==> src/rtl/series_job_dispatcher.sv <==
// Operand FIFO + launch/collect FSM in front of the series-evaluation core.
// Optional watchdog on the core wait: define DISPATCH_TIMEOUT_EN.
module series_job_dispatcher #(
  parameter int DEPTH = 4,
  parameter int XW    = 17,
  parameter int YW    = 8
) (
  input  logic                       clk,
  input  logic                       rst,
  input  logic                       in_valid,
  output logic                       in_ready,
  input  logic [XW-1:0]              in_x,
  input  logic [YW-1:0]              in_y,
  output logic                       core_start,
  output logic [XW-1:0]              core_x,
  output logic [YW-1:0]              core_y,
  input  logic                       core_ready,
  input  logic [XW-1:0]              core_rout,
  output logic                       out_valid,
  input  logic                       out_ready,
  output logic [XW-1:0]              out_data,
  output logic                       busy,
  output logic [$clog2(DEPTH):0]     count,
  output logic                       timeout
);

  localparam int AW = $clog2(DEPTH);
  localparam int CW = AW + 1;

  typedef enum logic [2:0] {
    S_IDLE,
    S_LAUNCH,
    S_ARM,
    S_WAIT,
    S_HOLD
  } state_t;

  state_t          state_q, state_d;
  logic [AW-1:0]   wptr_q, wptr_d;
  logic [AW-1:0]   rptr_q, rptr_d;
  logic [CW-1:0]   count_q, count_d;
  logic [XW-1:0]   core_x_q, core_x_d;
  logic [YW-1:0]   core_y_q, core_y_d;
  logic            out_valid_q, out_valid_d;
  logic [XW-1:0]   out_data_q, out_data_d;
  logic [XW-1:0]   mem_x_q [DEPTH];
  logic [YW-1:0]   mem_y_q [DEPTH];
  logic            push;
  logic            pop;

`ifdef DISPATCH_TIMEOUT_EN
  logic [7:0]      wdog_q, wdog_d;
  logic            timeout_q, timeout_d;
`endif

  assign in_ready   = (count_q != CW'(DEPTH));
  assign push       = in_valid & in_ready;
  assign core_start = (state_q == S_LAUNCH);
  assign core_x     = core_x_q;
  assign core_y     = core_y_q;
  assign out_valid  = out_valid_q;
  assign out_data   = out_data_q;
  assign count      = count_q;
  assign busy       = (state_q != S_IDLE) || (count_q != '0);

  always_comb begin
    state_d     = state_q;
    pop         = 1'b0;
    out_valid_d = out_valid_q;
    out_data_d  = out_data_q;
`ifdef DISPATCH_TIMEOUT_EN
    wdog_d      = wdog_q;
    timeout_d   = timeout_q;
`endif
    unique case (state_q)
      S_IDLE: begin
        if (count_q != '0) begin
          pop     = 1'b1;
          state_d = S_LAUNCH;
        end
      end
      S_LAUNCH: state_d = S_ARM;
      // core_ready may still reflect the previous job here
      S_ARM: begin
        state_d = S_WAIT;
`ifdef DISPATCH_TIMEOUT_EN
        wdog_d  = '0;
`endif
      end
      S_WAIT: begin
        if (core_ready) begin
          out_data_d  = core_rout;
          out_valid_d = 1'b1;
          state_d     = S_HOLD;
        end
`ifdef DISPATCH_TIMEOUT_EN
        else if (wdog_q == 8'hff) begin
          out_data_d  = XW'(17'h10000);
          out_valid_d = 1'b1;
          timeout_d   = 1'b1;
          state_d     = S_HOLD;
        end else begin
          wdog_d = wdog_q + 8'd1;
        end
`endif
      end
      S_HOLD: begin
        if (out_ready) begin
          out_valid_d = 1'b0;
`ifdef DISPATCH_TIMEOUT_EN
          timeout_d   = 1'b0;
`endif
          if (count_q != '0) begin
            pop     = 1'b1;
            state_d = S_LAUNCH;
          end else begin
            state_d = S_IDLE;
          end
        end
      end
      default: state_d = S_IDLE;
    endcase
  end

  always_comb begin
    wptr_d   = wptr_q;
    rptr_d   = rptr_q;
    core_x_d = core_x_q;
    core_y_d = core_y_q;
    count_d  = count_q + CW'(push) - CW'(pop);
    if (push) begin
      wptr_d = wptr_q + 1'b1;
    end
    if (pop) begin
      rptr_d   = rptr_q + 1'b1;
      core_x_d = mem_x_q[rptr_q];
      core_y_d = mem_y_q[rptr_q];
    end
  end

  always_ff @(posedge clk) begin
    if (push) begin
      mem_x_q[wptr_q] <= in_x;
      mem_y_q[wptr_q] <= in_y;
    end
  end

  always_ff @(posedge clk or negedge rst) begin
    if (!rst) begin
      state_q     <= S_IDLE;
      wptr_q      <= '0;
      rptr_q      <= '0;
      count_q     <= '0;
      core_x_q    <= '0;
      core_y_q    <= '0;
      out_valid_q <= 1'b0;
      out_data_q  <= '0;
    end else begin
      state_q     <= state_d;
      wptr_q      <= wptr_d;
      rptr_q      <= rptr_d;
      count_q     <= count_d;
      core_x_q    <= core_x_d;
      core_y_q    <= core_y_d;
      out_valid_q <= out_valid_d;
      out_data_q  <= out_data_d;
    end
  end

`ifdef DISPATCH_TIMEOUT_EN
  always_ff @(posedge clk or negedge rst) begin
    if (!rst) begin
      wdog_q    <= '0;
      timeout_q <= 1'b0;
    end else begin
      wdog_q    <= wdog_d;
      timeout_q <= timeout_d;
    end
  end

  assign timeout = timeout_q;
`else
  assign timeout = 1'b0;
`endif

endmodule

==> config.mk <==
export PLATFORM = sky130hd
export DESIGN_NAME = series_job_dispatcher
export DESIGN_NICKNAME = d
export VERILOG_FILES = /design/src/rtl/series_job_dispatcher.sv
export SDC_FILE = /design/constraint.sdc
export NUM_CORES = 1
export LEC_CHECK = 0
export ABC_AREA = 1
export BUFFER_PORTS_ARGS = -buffer_cell sky130_fd_sc_hd__buf_2
export CORE_ASPECT_RATIO = 0.5
export CORE_UTILIZATION = 60
export CTS_BUF_LIST = sky130_fd_sc_hd__clkbuf_16
export DETAILED_ROUTE_END_ITERATION = 12
export PLACE_DENSITY = 0.91
export SETUP_SLACK_MARGIN = 0.4
export SLEW_MARGIN = 20
export SYNTH_ARGS = -nofsm -noshare
export SYNTH_HDL_FRONTEND = slang
export SYNTH_SLANG_ARGS = --single-unit
export TNS_END_PERCENT = 10
==> constraint.sdc <==
create_clock -name clk -period 3.39 [get_ports clk]
set_clock_uncertainty 0.1 [all_clocks]
set_input_delay 0.678 -clock clk [delete_from_list [all_inputs] [get_ports clk]]
set_output_delay 0.678 -clock clk [all_outputs]
set_load 0.02 [all_outputs]
==> metrics list, run 1 <==
- Of the available clock period, the critical path in the final layout requires 70.9%.
- Largest area contributor in the synthesized netlist: sky130_fd_sc_hd__edfxtp_1
* Post-synthesis cell count: between 500 and 600
- Counting flops and latches in the post-synthesis netlist gives 153.
* Worst min-delay path category: in -> async
* Average instance area after synthesis: roughly 12 um^2
- During synthesis, Yosys emitted a total of 0 warnings.
- R2R Setup Slk: 0.99 ns
- Critical Path Start Type: flip-flop
* NetSw: 0.00262 W
- Number of flops mapped to enable cells by yosys: 100
- Summed over all cells, the static leakage comes to roughly 3.1 nW.
- The number of different library cells used by synthesis comes to 26.
- The number of clock buffers added by TritonCTS is 17.
* Proportion of synthesized chip area in sequential cells: between 70% and 80%
- Detailed routing inserted a total of around 4100 vias.
- IR analysis of the VDD net gives a maximum drop of approximately 0.0005 V.
- Summed over its instances, the top area cell type makes up 49.9% of the synthesized netlist area.
* Starting utilization of the core area: a little over three fifths
* Num ports: just under 100
* Achievable frequency: ~420 MHz
- For this design, the CTS-stage hold fixing added 0 buffers.
- Core outline area: approximately 9600 um^2
- Die Wd: between 100 and 150 um
* Routing usage on met3: roughly 7%
- Most congested layer reported by global routing: met2
- Across every metal layer, demand over resource in global routing totals 26.3%.
- Met1 layer usage reported by global route: a little under a third
* Clock Sinks: about 150
* Final hold viol count: 0
- For the final routed database, the setup TNS stands at 0 ns.
* Critical path's largest stage delay: between 0.4 and 0.5 ns
* Biggest fanout along the worst timing path: 26
- The die covers ~10000 um^2.
* Cell at the slowest stage of the critical path: sky130_fd_sc_hd__dfrtp_1
- Walking the worst path, the cells encountered are nor2_1, o211ai_2, inv_2, ha_1, inv_1, ha_1, fa_1.
- Number of port buffers: 95
- Required @ worst endpoint: ~3.6 ns
* Outcome: finished, final reports clean
* Fraction of final layout cells with drive strength greater than 1: between 20% and 30%
- Final slew viol count: 0
- After the first detailed-routing iteration, the DRC count stood at roughly 340.
* Switching part of the total: approximately 37%
- Initial antenna violation count: 0
- Worst Max-Slew Pin Slew: approximately 0.66 ns
- By instance count, the cell type seen most on the critical path is sky130_fd_sc_hd__ha_1.
- Part of the total power dissipated in sequential elements: between 30% and 40%
- Maximum count of clock buffers along a single path: 2
- Number of iterations in the first detailed-routing pass: 6
- Synthesis-to-finish area growth: 19.6%
- Row generation in the floorplan step produced 25 rows.
- Unrepaired setup endpoints after global routing: no
* Remaining antenna violation count: 0
- Global-route wire length before repair: around 20000 um
- Max-cap violations in this run came to 0.
- Part of the power in combinational logic: about 34%
- TritonCTS clock tree: done
- Root Buffer Master: sky130_fd_sc_hd__clkbuf_16
- Clock-pin slew of the registers on the worst-case setup and hold paths: approximately 0.06 ns
* DRC violation count after routing: 0
* Post-layout utilization of the core: around 75%
- Post-layout net count: between 600 and 700
- Cell Pwr Density: roughly 990 nW/um^2
- Routed wire length: about 13000 um
- Hold Worst Slack: between 0.15 and 0.2 ns
* Vertical die dimension: around 73 um
* Final Critical Period: around 2.4 ns
* Routed length per instance: approximately 17 um
* HPWL reported at the end of detailed placement: about 7300 um
- Post-Syn Area: roughly 6000 um^2
- After synthesis, the share of flip-flops with an asynchronous set or reset is 34.6%.
* Main synth FF type: sky130_fd_sc_hd__edfxtp_1
* Critical path data arrival time: around 2.6 ns
* Nets in the synthesized netlist: 574
- Drt via density: approximately 5.4
- Worst slew margin: around 56%
- Largest net degree at the start of global routing: 53
- Once the clock tree was built, the setup fixing pass inserted 0 buffers.
* GRT Residual Overflow: 0
- Met2 global-route usage: between 40% and 50%
* Type of destination of the critical path: flip-flop
- H-tree lvl count: 4
* Final setup violation count: 0
- Clock latency on the worst-skew pair, taken at its later pin, is approximately 0.41 ns.
* Vias in the first global route: 4128
* Weighted congestion reported at the end of routability-driven placement: around 0.81
* Antenna Cells: 0
* Clock network power share: about a quarter
* Number of instances resized during post-cts repair: 0
- Worst Setup Path Type: reg -> reg
* Area contributors post-synth: sky130_fd_sc_hd__edfxtp_1 (50%), sky130_fd_sc_hd__dfrtp_1 (22%), sky130_fd_sc_hd__nand2_1 (7.5%)
* Internal power component: between 0.004 and 0.005 W
==> flip-flops by register name, indices dropped and copies added (netlist names) <==
register and flops:
core_y 8, state_q 3, count 3, out_valid 1
wptr_q 2, mem_x_q 68, out_data 17, rptr_q 2
mem_y_q 32, core_x 17
==> synth_stat cells (all sizes together) (2+ instances only) <==
master / n
clkbuf: 11
o21ai: 77
nor3: 2
buf: 16
ha: 6
xnor2: 2
dfrtp: 53
edfxtp: 100
nor2: 84
inv: 18
nand3: 20
nand3b: 2
xor2: 3
nand2: 121
==> kinds of logic after synthesis <==
kind of cell	synth area share [%]
buf+inv	3.83
other cells	0.0623
simple gates	15.0
compound gates	6.80
fa+ha+maj	1.58
xor+xnor	0.728
flops	72.0
==> final cells by class <==
class                      instances  area, um^2
tap                              135         169
timing repair buffer             104         568
inverter                          18        67.6
sequential                       153        4330
clock inverter                    15         170
fill                             595        2410
multi-input combinational        322        1470
clock buffer                      17         425
==> power by group through the flow <==
stage / registers, W / clock network (W) / logic (W)
floorplan: 0.00312 / 0 / 0.00138
global placement: 0.00279 / 0 / 0.00229
detailed placement: 0.00282 / 0 / 0.00240
CTS: 0.00279 / 0.00192 / 0.00245
global route: 0.00285 / 0.00201 / 0.00274
finish: 0.00280 / 0.00190 / 0.00244
==> stage by stage <==
stage / cells / total power [W] / worst slack (ns) / area, um^2
after floorplan: 520 / 0.00450 / 0.727 / 6020
after global placement: 732 / 0.00508 / 0.843 / 6600
after detailed placement: 732 / 0.00522 / 0.832 / 6600
after CTS: 764 / 0.00716 / 1.00 / 7200
after global routing: 764 / 0.00760 / 0.872 / 7200
final: 764 / 0.00714 / 0.986 / 7200
==> final timing paths <==
kind,from,end,cells past startpoint
max in group asynchronous,rst,out_data[16],2
max,state_q[1],count[1],7
min in group clk,out_data[10],out_data[10],2
max reg2reg,state_q[1],count[1],7
min reg2reg,out_data[10],out_data[10],2
min,rst,core_x[7],1
==> routing by layer <==
layer  part of all wire (%)  up-vias
met5                      0        -
met4                    1.9        0
li1                       -     1941
met1                     41     1990
met2                     50      186
met3                    6.7       20
==> worst max-delay path, delay by kind of cell (launching register included) <==
kind | cells | cell delay, ns
compound gates | 1 | 0.15
fa+ha+maj | 3 | 0.89
buf+inv | 2 | 0.46
flops | 1 | 0.44
simple gates | 1 | 0.23
==> cell usage in the layout, fill, tap and decap left out <==
cell,Yosys,layout
sky130_fd_sc_hd__nand2_1,120,120
sky130_fd_sc_hd__edfxtp_1,100,100
sky130_fd_sc_hd__buf_2,10,95
sky130_fd_sc_hd__nor2_1,83,79
sky130_fd_sc_hd__o21ai_0,69,69
sky130_fd_sc_hd__dfrtp_1,53,53
sky130_fd_sc_hd__inv_1,16,20
sky130_fd_sc_hd__nand3_1,20,20
sky130_fd_sc_hd__clkbuf_16,0,17
sky130_fd_sc_hd__o21ai_1,8,8
sky130_fd_sc_hd__buf_4,1,7
sky130_fd_sc_hd__ha_1,6,6
sky130_fd_sc_hd__nor2_2,0,4
sky130_fd_sc_hd__clkinv_2,0,4
sky130_fd_sc_hd__bufinv_16,0,4
sky130_fd_sc_hd__xor2_1,3,3
sky130_fd_sc_hd__nor3_1,2,2
sky130_fd_sc_hd__inv_2,2,2
sky130_fd_sc_hd__nand3b_1,2,2
sky130_fd_sc_hd__xnor2_1,2,2
sky130_fd_sc_hd__clkinv_1,0,2
sky130_fd_sc_hd__buf_12,0,2
sky130_fd_sc_hd__o211ai_2,1,1
sky130_fd_sc_hd__nor2_4,1,1
sky130_fd_sc_hd__a31oi_1,1,1
sky130_fd_sc_hd__nand2_2,1,1
sky130_fd_sc_hd__a21oi_1,1,1
sky130_fd_sc_hd__fa_1,1,1
sky130_fd_sc_hd__conb_1,1,1
sky130_fd_sc_hd__clkinvlp_4,0,1
Power figures use the tool's default switching activity.
==> inputs of run 2 (changes only) <==
Settings changed: CORE_UTILIZATION 60 to 56, PLACE_DENSITY 0.91 to 0.86.
Clock period 3.39 ns to 2.4 ns, I/O delays scaled along.
==> metrics list, run 2 (synthesis gave the netlist of run 1 again) <==
- Clock tree synthesis inserted a total of 17 buffers.
- The final number of max-transition violations came to 0.
- Via count of the routed design: between 4000 and 5000
- After clock tree synthesis, the clock-pin slew on the worst setup and hold paths is ~0.060 ns.
* Area of all placed cells without fillers: ~7400 um^2
- During I/O placement, the number of pins put on the boundary was 97.
- Clock Sinks: 153
- The worst register-to-register path ends at count[2].
- Remaining antenna violation count: 0
- Counting along the longest clock path gives a buffer depth of 2.
- Leak: roughly 3.2 nW
- Of the cells placed in the final design, the portion with a size suffix greater than 1 is between 20% and 30%.
* Hold path depth: 1
* Clock latency on the worst-skew pair: roughly 0.42 ns
- In this run the horizontal extent of the chip is approximately 150 um.
* Leading cell type in the layout, fill and taps excluded: sky130_fd_sc_hd__nand2_1
- Final Worst Setup Slack: approximately 0.41 ns
- Number of iterations in the first detailed-routing pass: 5
* Worst min-delay path category: in -> reg
* Overall fraction of global-route tracks in use: 24.1%
* DRC violation count after routing: 0
* Post-layout net count: 679
* HP Start: in_x[16]
* Vertical die dimension: 75.3 um
- Once placement completed, the tool counted placed cells totaling between 700 and 800.
- Timing analysis after detailed placement gives a worst setup slack of around 0.36 ns.
- Summing internal, switching and leakage power gives 0.0105 W.
* Worst Setup Path Type: reg -> reg
* Number of port buffers: 95
* Final setup violation count: 0
- The finished layout holds 778 standard cells, fillers aside.
- Weighted congestion reported at the end of routability-driven placement: just over 0.7
- The via count of the first global-routing pass came to around 4000.
- The startpoint identified for the worst register-to-register timing path is count[2].
- Final hold viol count: 0
- Headroom to the max-slew limit came out at ~66%.
- In this run the core area contains 26 standard-cell rows.
- Reg with most FFs: mem_x_q
- For this run the aggregate overflow at the end of global routing stands at 0.
- Cell Pwr Density: ~1400 nW/um^2
- At the pin with the least slew margin, the transition time is between 0.5 and 0.6 ns.
* Area of the die: roughly 11000 um^2
* Biggest registers after layout: mem_x_q (68), mem_y_q (32)
* Final Critical Period: ~2 ns
- Ratio of final minimum period to clock period: between 80% and 90%
* Worst Hold End: mem_x_q[3][16]
* Peak supply drop: ~0.00075 V
- The initial antenna violation count came to 0.
* Global-route wire length before repair: between 15000 and 20000 um
- Unrepaired setup endpoints after global routing: yes
* R2R Setup Slk: a little over 0.4 ns
- First-iteration detailed-routing DRC count: slightly below 300
- The H-tree was split into 4 levels.
- The repair_antennas step left the layout with diodes totalling 0.
- Critical path data arrival time: roughly 2.2 ns
- Outcome: finished, final reports clean
- Achievable frequency: 503 MHz
- HPWL reported at the end of detailed placement: approximately 7200 um
- Placed standard-cell area: ~6700 um^2
* Worst Reg-to-Reg Cells: 8
* Required @ worst endpoint: 2.59 ns
- The tool flagged a number of max-cap violations equal to 0.
- Critical Path Start Type: flip-flop
- Largest register FFs: between 60 and 70
* Starting utilization of the core area: between 50% and 60%
- Summed over all failing endpoints, the final setup total negative slack is 0 ns.
* Routed length per instance: around 17 um
* Core outline area: around 10000 um^2
- In the layout the commonest cells are sky130_fd_sc_hd__nand2_1 (119), sky130_fd_sc_hd__edfxtp_1 (100), sky130_fd_sc_hd__buf_2 (95), sky130_fd_sc_hd__nor2_1 (79), sky130_fd_sc_hd__o21ai_0 (69).
- TritonCTS built the clock tree.
- Type of destination of the critical path: flip-flop
* Root Buffer Master: sky130_fd_sc_hd__clkbuf_16
- Wires add up to roughly 13000 um.
* Largest net degree at the start of global routing: 52
- After detailed routing, the number of vias per cell comes to ~5.4.
- Compared with the post-synthesis result, the final layout area differs by 22.4%.
* Biggest fanout along the worst timing path: 4
## run 2: worst max path at each step
stage	from	to	slack, ns	depth (start not counted)
2_1_floorplan	count[1]	count[2]	0.26	10
3_3_place_gp	out_ready	count[2]	0.41	8
3_5_place_dp	out_ready	count[2]	0.36	8
4_1_cts	count[2]	count[2]	0.40	8
5_1_grt	count[2]	count[2]	0.35	8
6_report	count[2]	count[2]	0.41	8
## run 2: layer usage
metal  GRT usage (%)  vias up  part of all wire, %
li1                -     1956                    -
met1            27.1     2051                   40
met2            43.8      174                   51
met3            6.83       30                  7.0
met4            11.5        0                  2.3
met5               0        -                    0
## run 2: area by class of cell
type                    count  area [um^2]
well taps                 140          175
fillers                   650         2950
multi-input cells         322         1500
repair buffers            113          651
clock inverters            15          209
clock buffers              17          425
flip-flops and latches    153         4330
inverters                  18         70.1
## run 2: timing repair
item                                    4_1_cts  5_1_grt
hold buffers                                  1        0
setup buffers                                 2        5
pin swaps                                     0        0
gates resized for setup                       2        1
endpoints found under the setup margin        1        3
endpoints found under the hold margin        17        0
## run 2: critical path, stage by stage, from the launching register on
cell	delay [ns]
sky130_fd_sc_hd__dfrtp_2	0.43
sky130_fd_sc_hd__nand3b_1	0.21
sky130_fd_sc_hd__o211ai_2	0.11
sky130_fd_sc_hd__inv_2	0.08
sky130_fd_sc_hd__ha_4	0.26
sky130_fd_sc_hd__inv_2	0.04
sky130_fd_sc_hd__ha_4	0.15
sky130_fd_sc_hd__fa_2	0.35
sky130_fd_sc_hd__xor2_1	0.15
## run 2: per-stage QoR
step                util [%]  hold slack [ns]
floorplan                  -           0.0844
global placement        64.6            0.349
detailed placement      64.6            0.355
CTS                     71.1            0.167
global route            71.4            0.162
finish                  71.4            0.176
## run 2: power breakdown
| group | internal, W | switching (W) |
|---|---|---|
| Combinational | 0.00117 | 0.00245 |
| Sequential | 0.00364 | 0.000376 |
| Clock | 0.00183 | 0.00102 |
| Total | 0.00664 | 0.00384 |
